[config.mk]
export PLATFORM = sky130hd
export DESIGN_NAME = mem_axi_ctrl
export DESIGN_NICKNAME = d
export VERILOG_FILES = /design/src/rtl/axi_lite_pkg.sv /design/src/rtl/lsu_align.sv /design/src/rtl/mem_axi_ctrl.sv
export SDC_FILE = /design/constraint.sdc
export NUM_CORES = 1
export LEC_CHECK = 0
export BUFFER_PORTS_ARGS = -buffer_cell sky130_fd_sc_hd__buf_4
export CELL_PAD_IN_SITES_DETAIL_PLACEMENT = 0
export CELL_PAD_IN_SITES_GLOBAL_PLACEMENT = 1
export CORE_ASPECT_RATIO = 0.5
export CORE_MARGIN = 2
export CORE_UTILIZATION = 26
export DETAILED_ROUTE_END_ITERATION = 10
export PLACE_DENSITY = 0.63
export SYNTH_ARGS = -nofsm -noshare
export SYNTH_HDL_FRONTEND = slang
export SYNTH_HIERARCHICAL = 1
export SYNTH_SLANG_ARGS = --single-unit
export TNS_END_PERCENT = 20
[constraint.sdc]
create_clock -name clk -period 5.8 [get_ports clk]
set_clock_uncertainty 0.05 [all_clocks]
set_input_delay 0.29 -clock clk [delete_from_list [all_inputs] [get_ports clk]]
set_output_delay 0.29 -clock clk [all_outputs]
set_load 0.01 [all_outputs]
[src/rtl/axi_lite_pkg.sv]
// Shared definitions for the MEM-stage AXI4-Lite controller: response codes,
// controller state and the load/store access-type encodings.
package axi_lite_pkg;

   localparam logic [1:0] RESP_OKAY   = 2'b00;
   localparam logic [1:0] RESP_SLVERR = 2'b10;
   localparam logic [1:0] RESP_DECERR = 2'b11;

   typedef enum logic [2:0] {
      StIdle,
      StWr,
      StWrResp,
      StRdAddr,
      StRdData,
      StDone
   } state_t;

   localparam logic [1:0] STORE_SB = 2'b00;
   localparam logic [1:0] STORE_SH = 2'b01;
   localparam logic [1:0] STORE_SW = 2'b10;

   localparam logic [2:0] LOAD_LB  = 3'b000;
   localparam logic [2:0] LOAD_LH  = 3'b001;
   localparam logic [2:0] LOAD_LW  = 3'b010;
   localparam logic [2:0] LOAD_LBU = 3'b100;
   localparam logic [2:0] LOAD_LHU = 3'b101;

endpackage

[src/rtl/lsu_align.sv]
// Byte-lane steering for the LSU: store replication and strobes, load
// extraction with sign/zero extension, and misalignment detection.
module lsu_align
   import axi_lite_pkg::*;
(
   input  logic [1:0]  req_off,
   input  logic [1:0]  store_type,
   input  logic [2:0]  load_type,
   input  logic [31:0] wdata,
   input  logic [1:0]  ld_off,
   input  logic [2:0]  ld_type,
   input  logic [31:0] rdata,
   output logic [31:0] st_data,
   output logic [3:0]  st_strb,
   output logic        st_misaligned,
   output logic        ld_misaligned,
   output logic [31:0] ld_data
);

   logic [31:0] shifted;

   always_comb begin
      st_data       = wdata;
      st_strb       = 4'b1111;
      st_misaligned = 1'b0;
      case (store_type)
         STORE_SB: begin
            st_data = {4{wdata[7:0]}};
            st_strb = 4'b0001 << req_off;
         end
         STORE_SH: begin
            st_data       = {2{wdata[15:0]}};
            st_strb       = 4'b0011 << {req_off[1], 1'b0};
            st_misaligned = req_off[0];
         end
         default: st_misaligned = (req_off != 2'b00);
      endcase
   end

   always_comb begin
      case (load_type)
         LOAD_LB, LOAD_LBU: ld_misaligned = 1'b0;
         LOAD_LH, LOAD_LHU: ld_misaligned = req_off[0];
         default:           ld_misaligned = (req_off != 2'b00);
      endcase
   end

   // Move the addressed lane down to bit 0 before extending.
   assign shifted = rdata >> {ld_off, 3'b000};

   always_comb begin
      case (ld_type)
         LOAD_LB:  ld_data = {{24{shifted[7]}}, shifted[7:0]};
         LOAD_LBU: ld_data = {24'b0, shifted[7:0]};
         LOAD_LH:  ld_data = {{16{shifted[15]}}, shifted[15:0]};
         LOAD_LHU: ld_data = {16'b0, shifted[15:0]};
         default:  ld_data = shifted;
      endcase
   end

endmodule

[src/rtl/mem_axi_ctrl.sv]
// MEM-stage load/store controller: turns one pipeline request into a single
// AXI4-Lite read or write, stalling the pipeline until the one-cycle DONE.
module mem_axi_ctrl
   import axi_lite_pkg::*;
#(
   parameter int unsigned ADDR_WIDTH = 32
) (
   input  logic                  clk,
   input  logic                  rst,
   input  logic                  mem_read,
   input  logic                  mem_write,
   input  logic [31:0]           addr,
   input  logic [31:0]           wdata,
   input  logic [1:0]            store_type,
   input  logic [2:0]            load_type,
   output logic                  stall,
   output logic [31:0]           read_data,
   output logic                  done,
   output logic                  err,
   output logic [ADDR_WIDTH-1:0] awaddr,
   output logic [2:0]            awprot,
   output logic                  awvalid,
   input  logic                  awready,
   output logic [31:0]           wdata_o,
   output logic [3:0]            wstrb,
   output logic                  wvalid,
   input  logic                  wready,
   input  logic [1:0]            bresp,
   input  logic                  bvalid,
   output logic                  bready,
   output logic [ADDR_WIDTH-1:0] araddr,
   output logic [2:0]            arprot,
   output logic                  arvalid,
   input  logic                  arready,
   input  logic [31:0]           rdata,
   input  logic [1:0]            rresp,
   input  logic                  rvalid,
   output logic                  rready
);

   state_t      state_q;
   logic [1:0]  ld_off_q;
   logic [2:0]  ld_type_q;
   logic [31:0] word_addr;
   logic [31:0] st_data;
   logic [3:0]  st_strb;
   logic        st_misaligned;
   logic        ld_misaligned;
   logic [31:0] ld_data;

   lsu_align u_lsu_align (
      .req_off       (addr[1:0]),
      .store_type    (store_type),
      .load_type     (load_type),
      .wdata         (wdata),
      .ld_off        (ld_off_q),
      .ld_type       (ld_type_q),
      .rdata         (rdata),
      .st_data       (st_data),
      .st_strb       (st_strb),
      .st_misaligned (st_misaligned),
      .ld_misaligned (ld_misaligned),
      .ld_data       (ld_data)
   );

   assign word_addr = {addr[31:2], 2'b00};
   assign awprot    = 3'b000;
   assign arprot    = 3'b000;
   assign stall     = ((state_q == StIdle) && (mem_read || mem_write)) ||
                      ((state_q != StIdle) && (state_q != StDone));

   always_ff @(posedge clk or posedge rst) begin
      if (rst) begin
         state_q   <= StIdle;
         ld_off_q  <= 2'b00;
         ld_type_q <= 3'b000;
         awaddr    <= '0;
         awvalid   <= 1'b0;
         wdata_o   <= '0;
         wstrb     <= '0;
         wvalid    <= 1'b0;
         bready    <= 1'b0;
         araddr    <= '0;
         arvalid   <= 1'b0;
         rready    <= 1'b0;
         read_data <= '0;
         done      <= 1'b0;
         err       <= 1'b0;
      end else begin
         unique case (state_q)
            StIdle: begin
               if (mem_write) begin
                  if (st_misaligned) begin
                     state_q   <= StDone;
                     done      <= 1'b1;
                     err       <= 1'b1;
                     read_data <= '0;
                  end else begin
                     state_q <= StWr;
                     awaddr  <= ADDR_WIDTH'(word_addr);
                     wdata_o <= st_data;
                     wstrb   <= st_strb;
                     awvalid <= 1'b1;
                     wvalid  <= 1'b1;
                  end
               end else if (mem_read) begin
                  ld_off_q  <= addr[1:0];
                  ld_type_q <= load_type;
                  if (ld_misaligned) begin
                     state_q   <= StDone;
                     done      <= 1'b1;
                     err       <= 1'b1;
                     read_data <= '0;
                  end else begin
                     state_q <= StRdAddr;
                     araddr  <= ADDR_WIDTH'(word_addr);
                     arvalid <= 1'b1;
                  end
               end
            end
            StWr: begin
               // A dropped valid means that channel has already handshaken.
               if (awready) awvalid <= 1'b0;
               if (wready)  wvalid  <= 1'b0;
               if ((!awvalid || awready) && (!wvalid || wready)) begin
                  state_q <= StWrResp;
                  bready  <= 1'b1;
               end
            end
            StWrResp: begin
               if (bvalid) begin
                  state_q <= StDone;
                  bready  <= 1'b0;
                  done    <= 1'b1;
                  err     <= (bresp != RESP_OKAY);
               end
            end
            StRdAddr: begin
               if (arready) begin
                  state_q <= StRdData;
                  arvalid <= 1'b0;
                  rready  <= 1'b1;
               end
            end
            StRdData: begin
               if (rvalid) begin
                  state_q   <= StDone;
                  rready    <= 1'b0;
                  done      <= 1'b1;
                  read_data <= ld_data;
                  err       <= (rresp != RESP_OKAY);
               end
            end
            StDone: begin
               state_q <= StIdle;
               done    <= 1'b0;
            end
            default: state_q <= StIdle;
         endcase
      end
   end

endmodule

---- Yosys cells after proc, flatten, opt, wreduce, memory -nomap -nowiden ----
Index checks and enable logic that the tools add are counted.
storage, ports and cells
  flip-flop bits (word level) ............. 143
  input bits .............................. 114
  output and inout bits ................... 146
  logic and storage cells ................. 133
cells by class
  eq/ne operators ......................... 27
  shifts and indexed selects .............. 3
  multiplexer cells ....................... 47
  bitwise operators ....................... 3
  reductions and logical operators ........ 38
operators with widths
  operator                                       count
  two-way mux 32 bit                             5
  one-hot mux 32 bit (2 select lines)            2
  one-hot mux 32 bit (4 select lines)            1
  right shift 32 x 5 -> 32 bit                   1
  two-way mux 3 bit                              8
  != test 2 bit, second input constant           11
  two-way mux 1 bit                              20
  == test 3 bit, second input constant           6
  nonzero test 2 bit                             8
  one-hot mux 3 bit (5 select lines)             1
  AND reduction 5 bit                            3
  one-hot mux 1 bit (2 select lines)             7
  != test 3 bit, second input constant           4
  AND reduction 3 bit                            4
  AND reduction 4 bit                            3
  AND reduction 6 bit                            2
  == test 3 x 1 -> 1 bit, second input constant  3
  logical NOT 3 bit                              3
  one-hot mux 4 bit (2 select lines)             1
  == test 3 x 2 -> 1 bit, second input constant  2
  nonzero test 3 bit                             2
  logical OR 1 bit                               4
  one-hot mux 1 bit (4 select lines)             1
  nonzero test 4 bit                             1
  other kinds (9)                                15

---- Longest topological paths before layout ----
Gate-level depths: netlist (run 1).
  word-level depth ........................ 7
  gate-level depth with buffers ........... 8

---- Modules after synthesis ----
Netlist (run 1), hierarchy kept.
modules (own cells, without submodules)
  module        times used  cells an instance  area an instance (um2)  seq. area each (um2)
  mem_axi_ctrl  1           440                5,854.4                 3,578.4
  lsu_align     1           173                1,177.4                 0.0

---- Worst setup path after synthesis (run 1) ----
OpenSTA, ideal clock, no wires.
  kind .................................... input port to flip-flop
  start point ............................. in store_type[0]
  end point ............................... reg wdata_o[20]
  library setup time ...................... 125 ps
  arrival time ............................ 1,692 ps
  data required time ...................... 5,625 ps
  path slack .............................. 3,933 ps
  cell stages on the path ................. 8
  buffers on the path ..................... 3
  cell sequence ........................... buf_2 -> a21oi_1 -> nor2_1 -> nor2_1 -> nand3_1 -> buf_2 -> buf_2 -> mux2_2
between the ends
  longest elaborated chain between the ends .. 4
  elaborated cells on any way between the ends .. 6
RTL lines
  item                                                         line                 source
  start, declared                                              mem_axi_ctrl.sv:14   input logic [1:0] store_type,
  == test 2 x 1 -> 1 bit or logical NOT 2 bit (tied branches)  lsu_align.sv:26      case (store_type)
  one-hot mux 1 bit (2 select lines) (*)                       lsu_align.sv:26
  named net st_misaligned                                      mem_axi_ctrl.sv:47   logic st_misaligned;
  inverter 1 bit (no line) (*)                                 -
  AND reduction 3 bit (no line) (*)                            -
  end signal, assigned                                         mem_axi_ctrl.sv:101  wdata_o <= st_data;
  end, declared                                                mem_axi_ctrl.sv:24   output logic [31:0] wdata_o,
The timed path passes the listed nets; every way through them passes the cells marked *.
A chain may end at the register's enable or synchronous reset.

---- Worst setup path after layout (run 1) ----
  start point ............................. reg state_q[0]
  end point ............................... reg err
between the ends
  longest elaborated chain between the ends .. 3
  elaborated cells on any way between the ends .. 11
RTL lines
  item                                             line                 source
  start, declared                                  mem_axi_ctrl.sv:41   state_t state_q;
  start signal, assigned                           mem_axi_ctrl.sv:74   state_q <= StIdle;
  start signal, assigned                           mem_axi_ctrl.sv:94   state_q <= StDone;
  start signal, assigned                           mem_axi_ctrl.sv:99   state_q <= StWr;
  == test 3 x 2 -> 1 bit (tied with other cells)   mem_axi_ctrl.sv:90   unique case (state_q)
  != test 2 bit (no line) (tied with other cells)  -
  AND reduction 6 bit (no line)                    -
  end signal, assigned                             mem_axi_ctrl.sv:135  err <= (bresp != RESP_OKAY);
  end signal, assigned                             mem_axi_ctrl.sv:151  err <= (rresp != RESP_OKAY);
  end, declared                                    mem_axi_ctrl.sv:19   output logic err,
Several ways; a longest one is shown, not always the timed one.

==> results of run 1 <==
registers in the layout (all words and copies together) (netlist names), 2 cells and up:
name and flops:
read_data 32, wdata_o 32, araddr 30, awaddr 30
wstrb 4, ld_type_q 3, state_q 3, ld_off_q 2
how the worst max path moves through the flow:
stage	slack (ns)	start	endpoint	cells past startpoint
2_1_floorplan	1.62	rst	araddr[10]	1
3_3_place_gp	3.13	state_q[0]	err	4
3_5_place_dp	3.10	state_q[0]	err	4
6_report	3.14	state_q[0]	err	4
5_1_grt	2.93	state_q[0]	err	4
4_1_cts	3.09	state_q[0]	err	4
final cells by class:
| type | instances | share of cell area, % |
|---|---|---|
| repair buffers | 257 | 19.9 |
| clock inverters | 13 | 1.91 |
| clock buffers | 19 | 4.55 |
| flip-flops and latches | 143 | 36.7 |
| well taps | 352 | 4.52 |
| inverters | 11 | 0.475 |
| multi-input cells | 412 | 31.9 |
stage by stage:
stage               power, uW  instance area [um^2]  utilization (%)  setup slack [ns]
floorplan                3100                  7070                -              1.62
global placement         4170                  9080             34.3              3.13
detailed placement       4200                  9080             34.3              3.10
CTS                      5430                  9740             36.8              3.09
global route             5690                  9740             36.8              2.93
finish                   5340                  9740             36.8              3.14
power by group through the flow:
stage | clock [uW] | combinational, uW | sequential, uW
2_1_floorplan | 0 | 1140 | 1950
3_3_place_gp | 0 | 2350 | 1820
3_5_place_dp | 0 | 2370 | 1830
4_1_cts | 1230 | 2370 | 1830
5_1_grt | 1280 | 2520 | 1900
6_report | 1190 | 2330 | 1820
placed cells by master, fill, tap and decap left out, types with 2 or more instances in the layout:
| cell type | n |
|---|---|
| o22ai_1 | 2 |
| mux2_2 | 90 |
| o21ai_1 | 4 |
| clkinvlp_4 | 4 |
| and2_1 | 2 |
| or4_1 | 2 |
| a32oi_1 | 3 |
| o21ai_0 | 45 |
| conb_1 | 10 |
| a21o_1 | 2 |
| mux2_4 | 29 |
| o21bai_1 | 3 |
| bufinv_16 | 4 |
| inv_6 | 3 |
| dlygate4sd3_1 | 3 |
| nand2_1 | 94 |
| buf_4 | 254 |
| or2_2 | 2 |
| nand3b_1 | 2 |
| clkinv_2 | 2 |
| clkbuf_16 | 17 |
| nor2_1 | 30 |
| o21ai_2 | 2 |
| nand2b_1 | 4 |
| nor2_2 | 2 |
| a211oi_1 | 14 |
| mux2i_1 | 29 |
| inv_1 | 10 |
| nor2b_1 | 9 |
| dfrtp_1 | 143 |
| a21oi_1 | 16 |
metal layers:
metal  track usage (%)  vias up  part of all wire [%]
met4              4.71        0                   1.8
met1              18.3     2679                    43
met5                 0        -                     0
met2              25.9       85                    52
met3              4.00       18                   3.6
li1                  -     2551                     -
worst max-delay path: cells and delay by family (launching register included):
kind             cells  cell delay (ns)
AND/OR/NAND/NOR      3             1.55
multiplexers         1             0.36
flip-flops           1             0.56
cell families (layout without fill, tap and decap cells):
group | Yosys count | after routing | share of synthesized area (%)
and+or+nand+nor | 154 | 154 | 9.72
muxes | 148 | 148 | 24.7
DFF | 143 | 143 | 50.9
AOI/OAI and AO/OA | 100 | 100 | 9.07
buffers and inverters | 67 | 300 | 5.53
other | 1 | 10 | 0.0533
what timing repair did:
action | 4_1_cts | 5_1_grt
setup endpoints to repair | 0 | 0
hold buffers | 3 | 0
endpoints found under the hold margin | 3 | 0
==> impl_metrics.tcl, run 1 <==
set metrics [dict create \
    r2r_start "state_q[0]" \
    rsz0062_at_grt "no" \
    rows 42 \
    switching_power_uw 1900 \
    finalNetCount 956 \
    dr.pass1.iters 4 \
    cts_buffers 17 \
    layout-drive-gt1-share_pct 49.0 \
    dp_hpwl_um 14900 \
    setup_viol 0 \
    internal_power_uw 3440 \
    leakage_uw 0.00466 \
    netlist_top_cells_area "dfrtp_1, mux2_2, mux2_4, nand2_1, mux2i_1" \
    synth_warnings 6 \
    clock.fmax_mhz 376 \
    relSlewSlack_pct 27.9 \
    cts_tree "done" \
    synth_edf_count 0 \
    tns_ns 0 \
    clock-sinks 143 \
    synth_flop_cell "dfrtp_1" \
    antenna_found_initial 0 \
    routed-via-count 5333 \
    hold_path_depth 2 \
    crit_type "flop to flop" \
    clockBufferDepth 2 \
    place_congestion 0.738 \
    path_cells "nor2_2, nand3_4, nand3_1, mux2_2" \
    cp_max_fo 69 \
    netlist_instances 613 \
    antenna_left 0 \
    clk_latency_ns 0.43 \
    power.density_mw_per_mm2 549 \
    die_h_um 120 \
    cp_data_required_time_ns 6.07 \
    wl_per_cell_um 17.3 \
    regToRegSetupSlack_ns 3.14 \
    boundaryPins 260 \
    holdPathEnd "araddr[4]" \
    overflow 0 \
    r2r_cells 4 \
    grt_pass1_wl_um 32500 \
    syn_to_final_growth_pct 38.5 \
    dpl.cell_count 1172 \
    fin_cells 1207 \
    post_cts_buffers 0 \
    crit_path_end_kind "flop" \
    initial_utilization_pct 26.5 \
    track_usage_pct 15.0 \
    post-route-period-util_pct 45.8 \
    comb_power_share_pct 43.5 \
    switching_share_pct 35.6 \
    clk_pin_slew_ns 0.06 \
    vdd_drop_max_uv 226 \
    ctsResizeCount 0 \
    timing.hold.ws_ns 0.0425 \
    yosysSeqAreaShare_pct 50.9 \
    port_buffers 249 \
    drt_wl_total_um 20900 \
    h-tree-depth 4 \
    cap_viol_max_count 0 \
    synthArstFlopShare_pct 100 \
    cp_slowest_cell "nand3_4" \
    grt_max_degree 87 \
    fp.coreArea_mm2 0.0265 \
    synth-seq-cells 143 \
    dieArea_mm2 0.0285 \
    syn_area_mm2 0.00703 \
    synth_most_common_cell "dfrtp_1" \
    slowest_delay_ns 0.84 \
    initialDrtViolationCount 262 \
    power_frac_clock_pct 22.3 \
    ff_latch_area_mm2 0.00358 \
    period_needed_ns 2.66 \
    multi_input_area_mm2 0.00311 \
    regToRegEndpoint "err" \
    netlist-cell-type-count 44 \
    synth_top_area_share_pct 50.9 \
    synth_commonest_cells "dfrtp_1, nand2_1, mux2_2" \
    tightest_slew_ns 1.08 \
    final_hold_viol_count 0 \
    cp_data_arrival_time_ns 2.93 \
    start_kind "flop" \
    vias_per_cell 4.42 \
    slew_viol_final 0 \
    postSynthAreaPerCell_um2 11.5 \
    grt_pass1_vias 5499 \
    nFillCells 2690 \
    cts-root-buf "clkbuf_16" \
    power_frac_seq_pct 34.1 \
    die_x_um 237 \
    status "finished clean" \
    holdCritPathClass "primary input to flop" \
    diodes 0 \
    hp-start "addr[4]" \
    drc 0 \
    synth_top_cell_by_area "dfrtp_1" \
]
(Power assumes the default switching activity.)
==> run 2, diff against run 1 <==
Settings changed: PLACE_DENSITY 0.63 to 0.65.
Clock period 5.8 ns to 2.1 ns, I/O delays scaled along.
==> impl_metrics.tcl, run 2 (synthesized netlist as in run 1, its figures left out) <==
set metrics [dict create \
    vdd_drop_max_uv 678 \
    cts-root-buf "clkbuf_16" \
    setup_viol 0 \
    crit_type "flop to primary output" \
    holdPathEnd "err" \
    antenna_found_initial 2 \
    post-route-period-util_pct 94.8 \
    finalWorstSetupSlack_ns 0.109 \
    vias_per_cell 4.42 \
    dpl.cell_count 1191 \
    regToRegSetupSlack_ns 0.21 \
    final_hold_viol_count 0 \
    boundaryPins 260 \
    leakage_uw 0.00513 \
    timing.hold.ws_ns 0.0501 \
    antenna_left 0 \
    fin_cells 1309 \
    finalNetCount 1056 \
    final_common_cell "buf_4" \
    drc 0 \
    clockBufferDepth 2 \
    h-tree-depth 4 \
    r2r_start "state_q[2]" \
    holdCritPathClass "primary input to flop" \
    fp.coreArea_mm2 0.0265 \
    power.density_mw_per_mm2 1400 \
    hold_path_depth 4 \
    crit_path_end_kind "primary output" \
    overflow 0 \
    rsz0062_at_grt "no" \
    port_buffers 249 \
    track_usage_pct 15.9 \
    initialDrtViolationCount 282 \
    cts_tree "done" \
    die_x_um 237 \
    status "finished clean" \
    tns_ns 0 \
    place_congestion 0.794 \
    routed-via-count 5783 \
    place_area_mm2 0.00932 \
    period_needed_ns 1.99 \
    grt_max_degree 65 \
    cts_buffers 17 \
    dr.pass1.iters 4 \
    pre_cts_slack_ns 0.243 \
    r2r_cells 6 \
    syn_to_final_growth_pct 53.3 \
    slew_viol_final 0 \
    initial_utilization_pct 26.5 \
    drt_wl_total_um 22000 \
    final_area_mm2 0.0108 \
    clock.fmax_mhz 502 \
    cp_data_arrival_time_ns 1.84 \
    start_kind "flop" \
    die_h_um 120 \
    clock-sinks 143 \
    dp_hpwl_um 15800 \
    cp_max_fo 12 \
    cap_viol_max_count 0 \
    reg.largest.list "read_data (32), wdata_o (32)" \
    hp-start "rresp[0]" \
    cp_data_required_time_ns 1.95 \
    rows 42 \
    grt_pass1_vias 6329 \
    dieArea_mm2 0.0285 \
    grt_pass1_wl_um 35100 \
    wl_per_cell_um 16.8 \
    clk_pin_slew_ns 0.06 \
    clk_latency_ns 0.44 \
    regToRegEndpoint "araddr[6]" \
    layout_common_cells "buf_4, dfrtp_1, nand2_1" \
    layout-drive-gt1-share_pct 46.3 \
]
==> run 2: changes by cell type in the layout (fill, tap and decap cells not counted), moves of 2 or more <==
cell,previous run,this run
dlygate4sd3_1,3,82
buf_4,254,266
buf_12,0,8
clkbuf_8,1,4
clkinv_4,1,4
clkinvlp_4,4,1
bufinv_16,4,2
diode_2,0,2
==> run 2: per-layer routing <==
metal / vias up / global-route usage [%] / share of wire (%)
li1: 2752 / - / -
met1: 2894 / 18.6 / 41
met2: 107 / 28.5 / 54
met3: 30 / 3.52 / 3.0
met4: 0 / 6.25 / 2.0
met5: - / 0 / 0
==> run 2: how the worst max path moves through the flow <==
| stage | from | endpoint | slack [ns] | depth (start not counted) |
|---|---|---|---|---|
| after floorplan | rst | araddr[10] | 0.15 | 1 |
| after global placement | state_q[0] | state_q[1] | 0.28 | 5 |
| after detailed placement | state_q[0] | state_q[1] | 0.24 | 5 |
| after CTS | state_q[2] | stall | 0.01 | 5 |
| after global routing | state_q[2] | stall | 0.004 | 5 |
| final | state_q[2] | stall | 0.11 | 5 |
==> run 2: what timing repair did <==
action	in CTS	in global routing
gates resized for setup	0	2
setup buffers	0	2
setup endpoints to repair	0	1
hold buffers	82	0
endpoints found under the hold margin	127	0
==> run 2: final cells by class <==
cell class | instances | area, um^2
fillers | 2582 | 15700
flip-flops and latches | 143 | 3580
multi-input cells | 412 | 3110
repair buffers | 357 | 2990
clock buffers | 21 | 480
well taps | 352 | 440
clock inverters | 11 | 128
inverters | 11 | 45.0
diodes | 2 | 5.00
==> run 2: where the power goes <==
part           internal [uW]  total [uW]  switching, uW
clock network           1880        3150           1270
logic                   3740        6950           3210
registers               4090        4950            860
==> run 2: worst max-delay path: stages (launching register included) <==
cell and delay [ns]:
dfrtp_2 0.43, buf_4 0.18, or4_1 0.50, nand2_1 0.09, nand2_1 0.07, buf_4 0.14
==> run 2: through the flow <==
stage                     util [%]  power (uW)
after global placement        35.2       11700
after floorplan                  -        8550
after global routing          40.7       16000
after detailed placement      35.2       11900
after CTS                     40.6       15200
final                         40.7       15100
==> run 3, diff against run 2 <==
Settings changed: PLACE_DENSITY 0.65 to 0.63, RECOVER_POWER set to 100.
Clock period 2.1 ns to 2 ns, I/O delays scaled along.
==> impl_metrics.tcl, run 3 (synthesized netlist as in run 1, its figures left out) <==
set metrics [dict create \
    status "finished clean" \
    cp_data_arrival_time_ns 1.78 \
    boundaryPins 260 \
    reg.largest.list "read_data (32), wdata_o (32)" \
    critPathBufInv 2 \
    die_h_um 120 \
    routed-via-count 5796 \
    cp_common_cell "nand2_1" \
    ff_latch_area_mm2 0.00358 \
    dr.pass1.iters 4 \
    critical_path.top_delay_family "simple AND/OR/NAND/NOR gates" \
    final_hold_viol_count 0 \
    track_usage_pct 15.7 \
    power_uw 14400 \
    final_common_cell "dfrtp_1" \
    period_needed_ns 1.93 \
    vias_per_cell 4.43 \
    cp_slowest_cell "or4_1" \
    antenna_found_initial 0 \
    power.density_mw_per_mm2 1420 \
    holdCritPathClass "primary input to flop" \
    initialDrtViolationCount 246 \
    rows 42 \
    clk_pin_slew_ns 0.06 \
    path_cells "buf_6, or4_1, nand2_1, nand2_1, buf_4" \
    slowest_delay_ns 0.51 \
    rsz0062_at_grt "no" \
    vdd_drop_max_uv 580 \
    finalNetCount 1058 \
    drc 0 \
    post-route-period-util_pct 96.4 \
    cts-root-buf "clkbuf_16" \
    start_kind "flop" \
    drt_wl_total_um 22100 \
    layout_common_cells "dfrtp_1, clkbuf_1, buf_4" \
    regToRegSetupSlack_ns 0.11 \
    leakage_uw 0.00448 \
    diodes 0 \
    multi_input_area_mm2 0.00304 \
    clock.fmax_mhz 519 \
    syn_to_final_growth_pct 44.0 \
    setup_viol 0 \
    cts_tree "done" \
    crit_type "flop to primary output" \
    clock-sinks 143 \
    clk_latency_ns 0.43 \
    grt_pass1_wl_um 34400 \
    cp_data_required_time_ns 1.85 \
    port_buffers 249 \
    slew_viol_final 0 \
    relSlewSlack_pct 40.4 \
    antenna_left 0 \
    grt_pass1_vias 6216 \
    layout-drive-gt1-share_pct 30.0 \
    die_x_um 237 \
    fp.coreArea_mm2 0.0265 \
    place_congestion 0.760 \
    h-tree-depth 4 \
    tightest_slew_ns 0.894 \
    wl_per_cell_um 16.9 \
    tns_ns 0 \
    cp_max_fo 13 \
    dieArea_mm2 0.0285 \
    grt_max_degree 65 \
    initial_utilization_pct 26.5 \
    dp_hpwl_um 16000 \
    cap_viol_max_count 0 \
    crit_path_end_kind "primary output" \
    timing.hold.ws_ns 0.0279 \
    nFillCells 2744 \
    clockBufferDepth 2 \
    overflow 0 \
    cts_buffers 17 \
]
==> run 3: changes by cell type in the layout (fill, tap and decap cells not counted), moves of 3 or more <==
cell,previous run,this run
mux2_1,0,18
clkbuf_4,0,3
clkinv_4,4,1
clkbuf_1,0,138
clkinvlp_4,1,4
buf_4,266,128
mux2_4,29,11
buf_6,1,5
buf_12,8,4
==> run 3: final timing paths <==
check	from	endpoint	cells past startpoint
max	state_q[0]	stall	5
min	rdata[29]	read_data[29]	5
max reg2reg	state_q[0]	araddr[2]	6
min reg2reg	read_data[19]	read_data[19]	2
max in group asynchronous	rst	wdata_o[11]	4
min in group asynchronous	rst	read_data[14]	3
==> run 3: worst min-delay path, stage by stage <==
cell and delay, ns:
buf_4 0.13, nand2_1 0.06, nand2_1 0.05, nand2_1 0.05, o21ai_0 0.07
==> run 3: through the flow <==
| step | cells | setup WS (ns) | area (um^2) | util (%) |
|---|---|---|---|---|
| after detailed placement | 1195 | 0.144 | 9370 | 35.4 |
| after floorplan | 622 | 0.0589 | 7070 | - |
| after global routing | 1308 | 0.00422 | 10100 | 38.2 |
| final | 1308 | 0.0725 | 10100 | 38.2 |
| after global placement | 1195 | 0.176 | 9370 | 35.4 |
| after CTS | 1307 | 0.0159 | 10800 | 40.6 |
==> run 3: metal layers <==
layer / track usage [%] / part of all wire [%] / vias up
met3: 4.00 / 3.3 / 53
met5: 0 / 0 / -
met1: 18.3 / 43 / 2874
met4: 7.32 / 3.8 / 0
met2: 27.3 / 50 / 117
li1: - / - / 2752
==> run 3: final cells by class <==
cell class / count / area share [%]
Tap cell: 352 / 4.35
Multi-Input combinational cell: 412 / 30.0
Inverter: 11 / 0.420
Sequential cell: 143 / 35.3
Clock inverter: 9 / 0.828
Clock buffer: 22 / 4.88
Timing Repair Buffer: 359 / 24.1
==> run 3: report_power, final <==
part	switching [uW]	total (uW)	internal (uW)
clock	1280	3150	1860
sequential	815	5110	4290
combinational	3430	6160	2740
==> run 3: repair_timing <==
| action | 4_1_cts | 5_1_grt |
|---|---|---|
| endpoints found under the hold margin | 134 | 0 |
| endpoints found under the setup margin | 1 | 27 |
| pin swaps | 0 | 2 |
| cloned | 0 | 1 |
| resized for setup | 1 | 2 |
| setup buffers | 1 | 0 |
| hold buffers | 80 | 0 |
